===== src/rtl/keccak_host_if.sv =====
// Bus bundle between a Keccak host front-end and its surroundings: command,
// message byte stream, sponge word interface and trimmed output words.
interface keccak_host_if #(
  parameter int BW_DATA  = 64,
  parameter int BW_IBLEN = 16,
  parameter int BW_OBLEN = 16
);
  logic                i_cmd_valid;
  logic                o_cmd_ready;
  logic [1:0]          i_cmd_mode;
  logic [BW_IBLEN-1:0] i_cmd_ilen;
  logic [BW_OBLEN-1:0] i_cmd_olen;
  logic [7:0]          i_msg_byte;
  logic                i_msg_valid;
  logic                o_msg_ready;
  logic [1:0]          o_kc_mode;
  logic [BW_DATA-1:0]  o_kc_ibytes;
  logic                o_kc_ibytes_valid;
  logic                i_kc_ibytes_ready;
  logic [BW_IBLEN-1:0] o_kc_ibytes_len;
  logic [BW_OBLEN-1:0] o_kc_obytes_len;
  logic [BW_DATA-1:0]  i_kc_obytes;
  logic                i_kc_obytes_valid;
  logic                i_kc_obytes_done;
  logic [BW_DATA-1:0]  o_dout;
  logic                o_dout_valid;
  logic [3:0]          o_dout_nbytes;
  logic                o_dout_last;
  logic                o_done;
  logic                o_err;
  logic                o_busy;

  modport master (
    output i_cmd_valid, i_cmd_mode, i_cmd_ilen, i_cmd_olen,
    output i_msg_byte, i_msg_valid, i_kc_ibytes_ready,
    output i_kc_obytes, i_kc_obytes_valid, i_kc_obytes_done,
    input  o_cmd_ready, o_msg_ready, o_kc_mode, o_kc_ibytes, o_kc_ibytes_valid,
    input  o_kc_ibytes_len, o_kc_obytes_len, o_dout, o_dout_valid,
    input  o_dout_nbytes, o_dout_last, o_done, o_err, o_busy
  );

  modport slave (
    input  i_cmd_valid, i_cmd_mode, i_cmd_ilen, i_cmd_olen,
    input  i_msg_byte, i_msg_valid, i_kc_ibytes_ready,
    input  i_kc_obytes, i_kc_obytes_valid, i_kc_obytes_done,
    output o_cmd_ready, o_msg_ready, o_kc_mode, o_kc_ibytes, o_kc_ibytes_valid,
    output o_kc_ibytes_len, o_kc_obytes_len, o_dout, o_dout_valid,
    output o_dout_nbytes, o_dout_last, o_done, o_err, o_busy
  );
endinterface


===== src/rtl/keccak_host.sv =====
// Keccak host front-end: packs message bytes MSB-first into sponge words and
// trims the sponge output stream to the requested length.
module keccak_host #(
  parameter int BW_DATA  = 64,
  parameter int BW_IBLEN = 16,
  parameter int BW_OBLEN = 16
) (
  input logic          i_clk,
  input logic          i_rstn,
  keccak_host_if.slave bus
);
  localparam int NB     = BW_DATA / 8;
  localparam int LANE_W = $clog2(NB);
  localparam int OW_W   = BW_OBLEN - 3;

  typedef enum logic [1:0] {
    ST_IDLE    = 2'd0,
    ST_SEND    = 2'd1,
    ST_COLLECT = 2'd2,
    ST_DONE    = 2'd3
  } state_t;

  state_t              state_r, state_n;
  logic [1:0]          mode_r, mode_n;
  logic [BW_IBLEN-1:0] ilen_r, ilen_n;
  logic [BW_IBLEN-1:0] bcnt_r, bcnt_n, bcnt_inc_s;
  logic [BW_OBLEN-1:0] olen_r, olen_n;
  logic [LANE_W-1:0]   lane_r, lane_n;
  logic [BW_DATA-1:0]  pack_r, pack_n, pack_s;
  logic [BW_DATA-1:0]  kword_r, kword_n;
  logic                kvalid_r, kvalid_n;
  logic [OW_W-1:0]     ocnt_r, ocnt_n, olast_s;
  logic                ofull_r, ofull_n;
  logic [BW_DATA-1:0]  dout_r, dout_n, fin_mask_s;
  logic                dvalid_r, dvalid_n;
  logic                dlast_r, dlast_n;
  logic [3:0]          nbytes_r, nbytes_n, fin_nbytes_s;
  logic                done_r, done_n;
  logic                err_r, err_n;
  logic                busy_r, busy_n;
  logic                cmd_ready_r, cmd_ready_n;
  logic                msg_ready_r, msg_ready_n;
  logic                cmd_bad_s;

  // SHA3 modes have a fixed digest length; SHAKE uses the requested length.
  function automatic logic [BW_OBLEN-1:0] olen_eff(input logic [1:0] mode,
                                                   input logic [BW_OBLEN-1:0] olen);
    logic [BW_OBLEN-1:0] r;
    case (mode)
      2'd2:    r = BW_OBLEN'(7'd32);
      2'd3:    r = BW_OBLEN'(7'd64);
      default: r = olen;
    endcase
    return r;
  endfunction

  assign cmd_bad_s    = (bus.i_cmd_ilen == {BW_IBLEN{1'b0}}) ||
                        (!bus.i_cmd_mode[1] && (bus.i_cmd_olen == {BW_OBLEN{1'b0}}));
  assign bcnt_inc_s   = bcnt_r + BW_IBLEN'(1'b1);
  assign pack_s       = pack_r | ({bus.i_msg_byte, {(BW_DATA-8){1'b0}}} >> {lane_r, 3'b000});
  assign olast_s      = OW_W'((olen_r - BW_OBLEN'(1'b1)) >> 2'd3);
  assign fin_nbytes_s = (olen_r[2:0] == 3'd0) ? 4'd8 : {1'b0, olen_r[2:0]};
  // Keeps the top fin_nbytes_s byte lanes; a shift of the full width yields all ones.
  assign fin_mask_s   = ~({BW_DATA{1'b1}} >> {fin_nbytes_s, 3'b000});

  // Next-state, datapath and registered-output computation.
  always_comb begin
    state_n  = state_r;
    mode_n   = mode_r;
    ilen_n   = ilen_r;
    olen_n   = olen_r;
    bcnt_n   = bcnt_r;
    lane_n   = lane_r;
    pack_n   = pack_r;
    kword_n  = kword_r;
    kvalid_n = kvalid_r;
    ocnt_n   = ocnt_r;
    ofull_n  = ofull_r;
    dout_n   = {BW_DATA{1'b0}};
    dvalid_n = 1'b0;
    dlast_n  = 1'b0;
    nbytes_n = 4'd0;
    done_n   = 1'b0;
    err_n    = 1'b0;
    case (state_r)
      ST_IDLE: begin
        if (bus.i_cmd_valid && cmd_ready_r && cmd_bad_s) begin
          err_n = 1'b1;
        end else if (bus.i_cmd_valid && cmd_ready_r) begin
          mode_n   = bus.i_cmd_mode;
          ilen_n   = bus.i_cmd_ilen;
          olen_n   = olen_eff(bus.i_cmd_mode, bus.i_cmd_olen);
          bcnt_n   = {BW_IBLEN{1'b0}};
          lane_n   = {LANE_W{1'b0}};
          pack_n   = {BW_DATA{1'b0}};
          kword_n  = {BW_DATA{1'b0}};
          kvalid_n = 1'b0;
          ocnt_n   = {OW_W{1'b0}};
          ofull_n  = 1'b0;
          state_n  = ST_SEND;
        end else begin
          state_n = ST_IDLE;
        end
      end
      ST_SEND: begin
        if (kvalid_r) begin
          if (bus.i_kc_ibytes_ready) begin
            kvalid_n = 1'b0;
            state_n  = (bcnt_r == ilen_r) ? ST_COLLECT : ST_SEND;
          end else begin
            kvalid_n = 1'b1;
          end
        end else if (bus.i_msg_valid && msg_ready_r) begin
          bcnt_n = bcnt_inc_s;
          if ((lane_r == LANE_W'(NB - 1)) || (bcnt_inc_s == ilen_r)) begin
            kword_n  = pack_s;
            kvalid_n = 1'b1;
            pack_n   = {BW_DATA{1'b0}};
            lane_n   = {LANE_W{1'b0}};
          end else begin
            pack_n = pack_s;
            lane_n = lane_r + LANE_W'(1'b1);
          end
        end else begin
          kvalid_n = 1'b0;
        end
      end
      ST_COLLECT: begin
        if (bus.i_kc_obytes_valid && !ofull_r) begin
          dvalid_n = 1'b1;
          if (ocnt_r == olast_s) begin
            ofull_n  = 1'b1;
            dlast_n  = 1'b1;
            nbytes_n = fin_nbytes_s;
            dout_n   = bus.i_kc_obytes & fin_mask_s;
          end else begin
            ocnt_n   = ocnt_r + OW_W'(1'b1);
            nbytes_n = 4'd8;
            dout_n   = bus.i_kc_obytes;
          end
        end else begin
          dvalid_n = 1'b0;
        end
        // A word arriving together with done still counts toward completeness.
        if (bus.i_kc_obytes_done) begin
          state_n = ST_DONE;
          done_n  = 1'b1;
          err_n   = !ofull_n;
        end else begin
          state_n = ST_COLLECT;
        end
      end
      ST_DONE: begin
        state_n = ST_IDLE;
      end
      default: begin
        state_n = ST_IDLE;
      end
    endcase
    cmd_ready_n = (state_n == ST_IDLE);
    busy_n      = (state_n != ST_IDLE);
    msg_ready_n = (state_n == ST_SEND) && !kvalid_n && (bcnt_n < ilen_n);
  end

  // State and output registers.
  always_ff @(posedge i_clk or negedge i_rstn) begin
    if (!i_rstn) begin
      state_r     <= ST_IDLE;
      mode_r      <= 2'd0;
      ilen_r      <= {BW_IBLEN{1'b0}};
      olen_r      <= {BW_OBLEN{1'b0}};
      bcnt_r      <= {BW_IBLEN{1'b0}};
      lane_r      <= {LANE_W{1'b0}};
      pack_r      <= {BW_DATA{1'b0}};
      kword_r     <= {BW_DATA{1'b0}};
      kvalid_r    <= 1'b0;
      ocnt_r      <= {OW_W{1'b0}};
      ofull_r     <= 1'b0;
      dout_r      <= {BW_DATA{1'b0}};
      dvalid_r    <= 1'b0;
      dlast_r     <= 1'b0;
      nbytes_r    <= 4'd0;
      done_r      <= 1'b0;
      err_r       <= 1'b0;
      busy_r      <= 1'b0;
      cmd_ready_r <= 1'b0;
      msg_ready_r <= 1'b0;
    end else begin
      state_r     <= state_n;
      mode_r      <= mode_n;
      ilen_r      <= ilen_n;
      olen_r      <= olen_n;
      bcnt_r      <= bcnt_n;
      lane_r      <= lane_n;
      pack_r      <= pack_n;
      kword_r     <= kword_n;
      kvalid_r    <= kvalid_n;
      ocnt_r      <= ocnt_n;
      ofull_r     <= ofull_n;
      dout_r      <= dout_n;
      dvalid_r    <= dvalid_n;
      dlast_r     <= dlast_n;
      nbytes_r    <= nbytes_n;
      done_r      <= done_n;
      err_r       <= err_n;
      busy_r      <= busy_n;
      cmd_ready_r <= cmd_ready_n;
      msg_ready_r <= msg_ready_n;
    end
  end

  assign bus.o_cmd_ready       = cmd_ready_r;
  assign bus.o_msg_ready       = msg_ready_r;
  assign bus.o_kc_mode         = mode_r;
  assign bus.o_kc_ibytes       = kword_r;
  assign bus.o_kc_ibytes_valid = kvalid_r;
  assign bus.o_kc_ibytes_len   = ilen_r;
  assign bus.o_kc_obytes_len   = olen_r;
  assign bus.o_dout            = dout_r;
  assign bus.o_dout_valid      = dvalid_r;
  assign bus.o_dout_nbytes     = nbytes_r;
  assign bus.o_dout_last       = dlast_r;
  assign bus.o_done            = done_r;
  assign bus.o_err             = err_r;
  assign bus.o_busy            = busy_r;
endmodule


===== src/flat_wrapper.sv =====
// flat-port wrapper written by rule: the top's interface ports become plain ports
module keccak_host_flat 
#(
  parameter int BW_DATA  = 64,
  parameter int BW_IBLEN = 16,
  parameter int BW_OBLEN = 16
)
  (i_clk, i_rstn, bus_i_cmd_valid, bus_i_cmd_mode, bus_i_cmd_ilen, bus_i_cmd_olen, bus_i_msg_byte, bus_i_msg_valid, bus_i_kc_ibytes_ready, bus_i_kc_obytes, bus_i_kc_obytes_valid, bus_i_kc_obytes_done, bus_o_cmd_ready, bus_o_msg_ready, bus_o_kc_mode, bus_o_kc_ibytes, bus_o_kc_ibytes_valid, bus_o_kc_ibytes_len, bus_o_kc_obytes_len, bus_o_dout, bus_o_dout_valid, bus_o_dout_nbytes, bus_o_dout_last, bus_o_done, bus_o_err, bus_o_busy);
  keccak_host_if #(.BW_DATA(BW_DATA), .BW_IBLEN(BW_IBLEN), .BW_OBLEN(BW_OBLEN)) bus_i ();
  input logic i_clk;
  input logic i_rstn;
  input wire logic [$bits(bus_i.i_cmd_valid)-1:0] bus_i_cmd_valid;
  input wire logic [$bits(bus_i.i_cmd_mode)-1:0] bus_i_cmd_mode;
  input wire logic [$bits(bus_i.i_cmd_ilen)-1:0] bus_i_cmd_ilen;
  input wire logic [$bits(bus_i.i_cmd_olen)-1:0] bus_i_cmd_olen;
  input wire logic [$bits(bus_i.i_msg_byte)-1:0] bus_i_msg_byte;
  input wire logic [$bits(bus_i.i_msg_valid)-1:0] bus_i_msg_valid;
  input wire logic [$bits(bus_i.i_kc_ibytes_ready)-1:0] bus_i_kc_ibytes_ready;
  input wire logic [$bits(bus_i.i_kc_obytes)-1:0] bus_i_kc_obytes;
  input wire logic [$bits(bus_i.i_kc_obytes_valid)-1:0] bus_i_kc_obytes_valid;
  input wire logic [$bits(bus_i.i_kc_obytes_done)-1:0] bus_i_kc_obytes_done;
  output wire logic [$bits(bus_i.o_cmd_ready)-1:0] bus_o_cmd_ready;
  output wire logic [$bits(bus_i.o_msg_ready)-1:0] bus_o_msg_ready;
  output wire logic [$bits(bus_i.o_kc_mode)-1:0] bus_o_kc_mode;
  output wire logic [$bits(bus_i.o_kc_ibytes)-1:0] bus_o_kc_ibytes;
  output wire logic [$bits(bus_i.o_kc_ibytes_valid)-1:0] bus_o_kc_ibytes_valid;
  output wire logic [$bits(bus_i.o_kc_ibytes_len)-1:0] bus_o_kc_ibytes_len;
  output wire logic [$bits(bus_i.o_kc_obytes_len)-1:0] bus_o_kc_obytes_len;
  output wire logic [$bits(bus_i.o_dout)-1:0] bus_o_dout;
  output wire logic [$bits(bus_i.o_dout_valid)-1:0] bus_o_dout_valid;
  output wire logic [$bits(bus_i.o_dout_nbytes)-1:0] bus_o_dout_nbytes;
  output wire logic [$bits(bus_i.o_dout_last)-1:0] bus_o_dout_last;
  output wire logic [$bits(bus_i.o_done)-1:0] bus_o_done;
  output wire logic [$bits(bus_i.o_err)-1:0] bus_o_err;
  output wire logic [$bits(bus_i.o_busy)-1:0] bus_o_busy;
  assign bus_i.i_cmd_valid = bus_i_cmd_valid;
  assign bus_i.i_cmd_mode = bus_i_cmd_mode;
  assign bus_i.i_cmd_ilen = bus_i_cmd_ilen;
  assign bus_i.i_cmd_olen = bus_i_cmd_olen;
  assign bus_i.i_msg_byte = bus_i_msg_byte;
  assign bus_i.i_msg_valid = bus_i_msg_valid;
  assign bus_i.i_kc_ibytes_ready = bus_i_kc_ibytes_ready;
  assign bus_i.i_kc_obytes = bus_i_kc_obytes;
  assign bus_i.i_kc_obytes_valid = bus_i_kc_obytes_valid;
  assign bus_i.i_kc_obytes_done = bus_i_kc_obytes_done;
  assign bus_o_cmd_ready = bus_i.o_cmd_ready;
  assign bus_o_msg_ready = bus_i.o_msg_ready;
  assign bus_o_kc_mode = bus_i.o_kc_mode;
  assign bus_o_kc_ibytes = bus_i.o_kc_ibytes;
  assign bus_o_kc_ibytes_valid = bus_i.o_kc_ibytes_valid;
  assign bus_o_kc_ibytes_len = bus_i.o_kc_ibytes_len;
  assign bus_o_kc_obytes_len = bus_i.o_kc_obytes_len;
  assign bus_o_dout = bus_i.o_dout;
  assign bus_o_dout_valid = bus_i.o_dout_valid;
  assign bus_o_dout_nbytes = bus_i.o_dout_nbytes;
  assign bus_o_dout_last = bus_i.o_dout_last;
  assign bus_o_done = bus_i.o_done;
  assign bus_o_err = bus_i.o_err;
  assign bus_o_busy = bus_i.o_busy;
  keccak_host #(.BW_DATA(BW_DATA), .BW_IBLEN(BW_IBLEN), .BW_OBLEN(BW_OBLEN)) u_core (.i_clk(i_clk), .i_rstn(i_rstn), .bus(bus_i));
endmodule

===== config.mk =====
export PLATFORM = sky130hd
export DESIGN_NAME = keccak_host_flat
export DESIGN_NICKNAME = d
export VERILOG_FILES = /design/src/rtl/keccak_host_if.sv /design/src/rtl/keccak_host.sv /design/src/flat_wrapper.sv
export SDC_FILE = /design/constraint.sdc
export NUM_CORES = 1
export LEC_CHECK = 0
export CAP_MARGIN = 25
export CORE_ASPECT_RATIO = 1.25
export CORE_MARGIN = 2
export CORE_UTILIZATION = 54
export DETAILED_ROUTE_END_ITERATION = 16
export PLACE_DENSITY = 0.82
export SYNTH_ARGS = -nofsm -noshare
export SYNTH_HDL_FRONTEND = slang
export SYNTH_SLANG_ARGS = --single-unit

===== constraint.sdc =====
create_clock -name i_clk -period 5.69 [get_ports i_clk]
set_clock_uncertainty 0.1 [all_clocks]
set_input_delay 0.569 -clock i_clk [delete_from_list [all_inputs] [get_ports i_clk]]
set_output_delay 0.569 -clock i_clk [all_outputs]
set_load 0.05 [all_outputs]

==> flow_metrics.py <==
metrics = {
    "outcome": {
        "status": "complete, but fails checks",
        "violations": "negative hold slack",
    },
    "final_layout": {
        "drive_gt1_share_pct": 5.231,
        "diodes": 0,
        "seq_area_mm2": 0.006832,
        "multi_input_area_mm2": 0.004926,
        "final_net_count": 1567,
        "fin_cells": 1736,
        "final_core_util_pct": 72.45,
        "fill_cells": 1584,
        "syn_to_final_growth_pct": 31.29,
    },
    "synth": {
        "synth_cells": 1191,
        "synth_fa_ha_area_share_pct": 1.933,
        "synthMuxAreaShare_pct": 2.228,
        "synth_seq_cells": 273,
        "synth_area_leaders": "dfrtp_1 56%, a21oi_1 5.9%, o2bb2ai_1 4.6%",
        "synth_edf_count": 0,
        "synth_compound_area_share_pct": 16.41,
        "synth_top_area_share_pct": 55.55,
        "synthSimpleGateAreaFrac_pct": 16.93,
        "synth.avg_cell_area_um2": 10.33,
        "synth_area_mm2": 0.01230,
        "ys.warnings.count": 0,
        "synth_seq_area_share_pct": 55.55,
        "post-synth-top-area-cell": "dfrtp_1",
        "synth_ff_type": "dfrtp_1",
        "async_flop_share_pct": 100.0,
        "synth_top_family_by_area": "simple AND/OR/NAND/NOR gates",
        "synthTopCellsByCount": "273 x dfrtp_1, 145 x a21oi_1, 115 x nor2_1, 105 x nand2_1, 65 x o2bb2ai_1",
        "synth-xor-area-share_pct": 2.421,
        "synth_most_common_cell": "dfrtp_1",
        "ys_types": 63,
        "synth_fp_nets": 1323,
    },
    "floorplanning": {
        "die_h_um": 172.7,
        "die_w_um": 139.0,
        "design.die.area_mm2": 0.02401,
        "io-pin-count": 287,
        "fp.coreArea_mm2": 0.02229,
        "rows": 61,
        "start_util_pct": 55.18,
    },
    "placement": {
        "dp_hpwl_um": 25200,
        "place.gp.congestion": 0.9440,
        "dp_cells": 1689,
        "numPortBuffers": 286,
    },
    "clock_network": {
        "post_cts_resized": 0,
        "cts.sinks": 273,
        "cts_tree": "yes",
        "cts_made_buffers": 26,
        "clkSlewWorstSetupHoldPaths_ns": 0.06,
        "cts.path.max_buffers": 3,
        "cts_root_buffer": "clkbuf_16",
        "cts-hold-fix-buffers": 0,
        "post_cts_buffers": 0,
        "h-tree-depth": 1,
        "clkLatencyLatePin_ns": 0.53,
    },
    "worst_setup_path": {
        "cp-start-kind": "input port",
        "cp_slowest_cell": "clkdlybuf4s50_1",
        "crit_type": "input port to flip-flop",
        "crit_arrival_ns": 4.46,
        "timing.critical_path.buf_inv": 1,
        "worst-endpoint-required_ns": 6.01,
        "cp_max_fo": 18,
        "cp_top_family": "simple AND/OR/NAND/NOR gates",
        "critPathMaxStageDelay_ns": 0.68,
        "path_cells": "clkdlybuf4s50_1 -> nor2_1 -> nand4_1 -> o2111ai_1 -> nor2_1 -> nor2_1 -> o21ai_0 -> o31ai_1 -> ha_1 -> a21oi_1 -> o21ai_0 -> a41oi_1 -> or3_1 -> o21ai_0 -> a211oi_1 -> and4_1",
        "end_kind": "flip-flop",
    },
    "route": {
        "avgRoutedWirePerCell_um": 20.77,
        "routed_wl_um": 36050,
        "drc_errors": 0,
        "viasPerCell": 5.898,
        "drt_iter0_drc": 746,
        "num_vias": 10240,
        "firstDrtPassIters": 5,
        "route.antenna.remaining_nets": 0,
    },
    "pwr": {
        "p_leak_nw": 7.216,
        "ir_drop_uv": 474.5,
        "p_per_area_mw_per_mm2": 494.9,
    },
    "global_routing": {
        "grt_max_degree": 172,
        "antenna_found_initial": 0,
        "grt_usage_pct": 29.56,
        "grt_pass1_vias": 10350,
        "grt_overflow": 0,
        "grt_pass1_wl_um": 56980,
    },
    "worst_hold_path": {
        "hold_class": "input port to async pin",
    },
    "sta": {
        "max-slew-margin-rel_pct": 30.85,
        "rsz0062_at_grt": "no",
        "worst-slew-pin-transition_ns": 1.033,
        "max_freq_mhz": 241.6,
        "hold_viol": 28,
        "post-route-min-period_ns": 4.140,
        "slew_violations": 0,
        "setup_viol": 0,
        "fin_setup_tns_ns": 0,
        "hold_ws_ns": -0.03371,
        "period_share_pct": 72.76,
    },
    "job": {
        "drv_cap": 0,
    },
}
## layer usage
layer | wire length (um) | vias to the layer above | GRT usage [%]
met5 | 0 | - | 0
met4 | 1863 | 0 | 14.48
met3 | 2670 | 104 | 5.456
met2 | 18010 | 484 | 50.84
met1 | 13510 | 5002 | 35.88
li1 | - | 4649 | -
## through the flow
stage	total power, W	setup WS (ns)	cell area (um2)	hold WS, ns
after floorplan	0.005022	2.050	12300	0.1734
after global placement	0.006062	1.176	15180	0.3569
after detailed placement	0.006140	1.064	15230	0.3706
after CTS	0.007990	1.622	16140	0.003475
after global routing	0.008373	1.150	16150	0.01838
final	0.007990	1.550	16150	-0.03371
## final timing paths
kind                                               to  slack, ns                       start  cells after the start
setup / recovery               u_core.bus.o_msg_ready       1.55           bus_i_cmd_mode[1]                     16
hold / removal                      u_core.pack_r[61]      -0.03                      i_rstn                      1
setup reg to reg               u_core.bus.o_msg_ready       1.69           u_core.state_r[0]                     12
hold reg to reg            u_core.bus.o_kc_ibytes[12]       0.39  u_core.bus.o_kc_ibytes[12]                      1
max in group asynchronous            u_core.ocnt_r[3]       4.11                      i_rstn                      2
min in group i_clk         u_core.bus.o_kc_ibytes[12]       0.39  u_core.bus.o_kc_ibytes[12]                      1
## cell type report
type / instances / area share (%)
Tap cell: 283 / 2.193
Clock buffer: 38 / 4.874
Timing Repair Buffer: 302 / 18.83
Clock inverter: 8 / 0.7516
Sequential cell: 273 / 42.31
Inverter: 23 / 0.5347
Multi-Input combinational cell: 809 / 30.51
## where the power goes
part,internal (W),switching [W],leakage (nW)
logic,0.00116,0.00210,3.08
registers,0.00238,0.000522,3.69
clock network,0.00109,0.000729,0.446
total,0.00463,0.00336,7.22
## cells by family (layout without fill, tap and decap cells)
logic type,after synthesis,in the layout
AOI/OAI and AO/OA,318,318
xor gates and xnor gates,34,34
adders and majority gates,19,19
buffers and inverters,109,371
DFF,273,273
muxes,27,27
and+or+nand+nor,411,411
## sequential cells by signal, indices dropped and copies added (netlist names), 2 cells and up
signal / flops
u_core.bus.o_kc_ibytes: 64
u_core.bcnt_r: 16
u_core.lane_r: 3
u_core.ocnt_r: 13
u_core.bus.o_kc_mode: 2
u_core.state_r: 2
u_core.bus.o_dout_nbytes: 4
u_core.bus.o_kc_obytes_len: 16
u_core.pack_r: 64
u_core.bus.o_dout: 64
u_core.bus.o_kc_ibytes_len: 16
## cell usage in the layout (no fill, tap or decap), drive strengths merged, types with 5 or more instances in the layout
| master | count |
|---|---|
| xor2 | 13 |
| a21o | 7 |
| dfrtp | 273 |
| and2 | 56 |
| a31oi | 6 |
| o211ai | 5 |
| nor2 | 115 |
| nor2b | 8 |
| inv | 23 |
| nand4 | 19 |
| o2bb2ai | 65 |
| nand3 | 12 |
| nand2 | 105 |
| nand2b | 27 |
| nor3b | 6 |
| mux2i | 24 |
| xnor2 | 21 |
| o21ai | 51 |
| buf | 17 |
| or3 | 9 |
| and3 | 9 |
| nor3 | 13 |
| a21oi | 145 |
| clkdlybuf4s50 | 285 |
| nor4 | 12 |
| o31ai | 11 |
| clkbuf | 38 |
| ha | 19 |
Note: power is estimated with default switching activity, not from simulation.
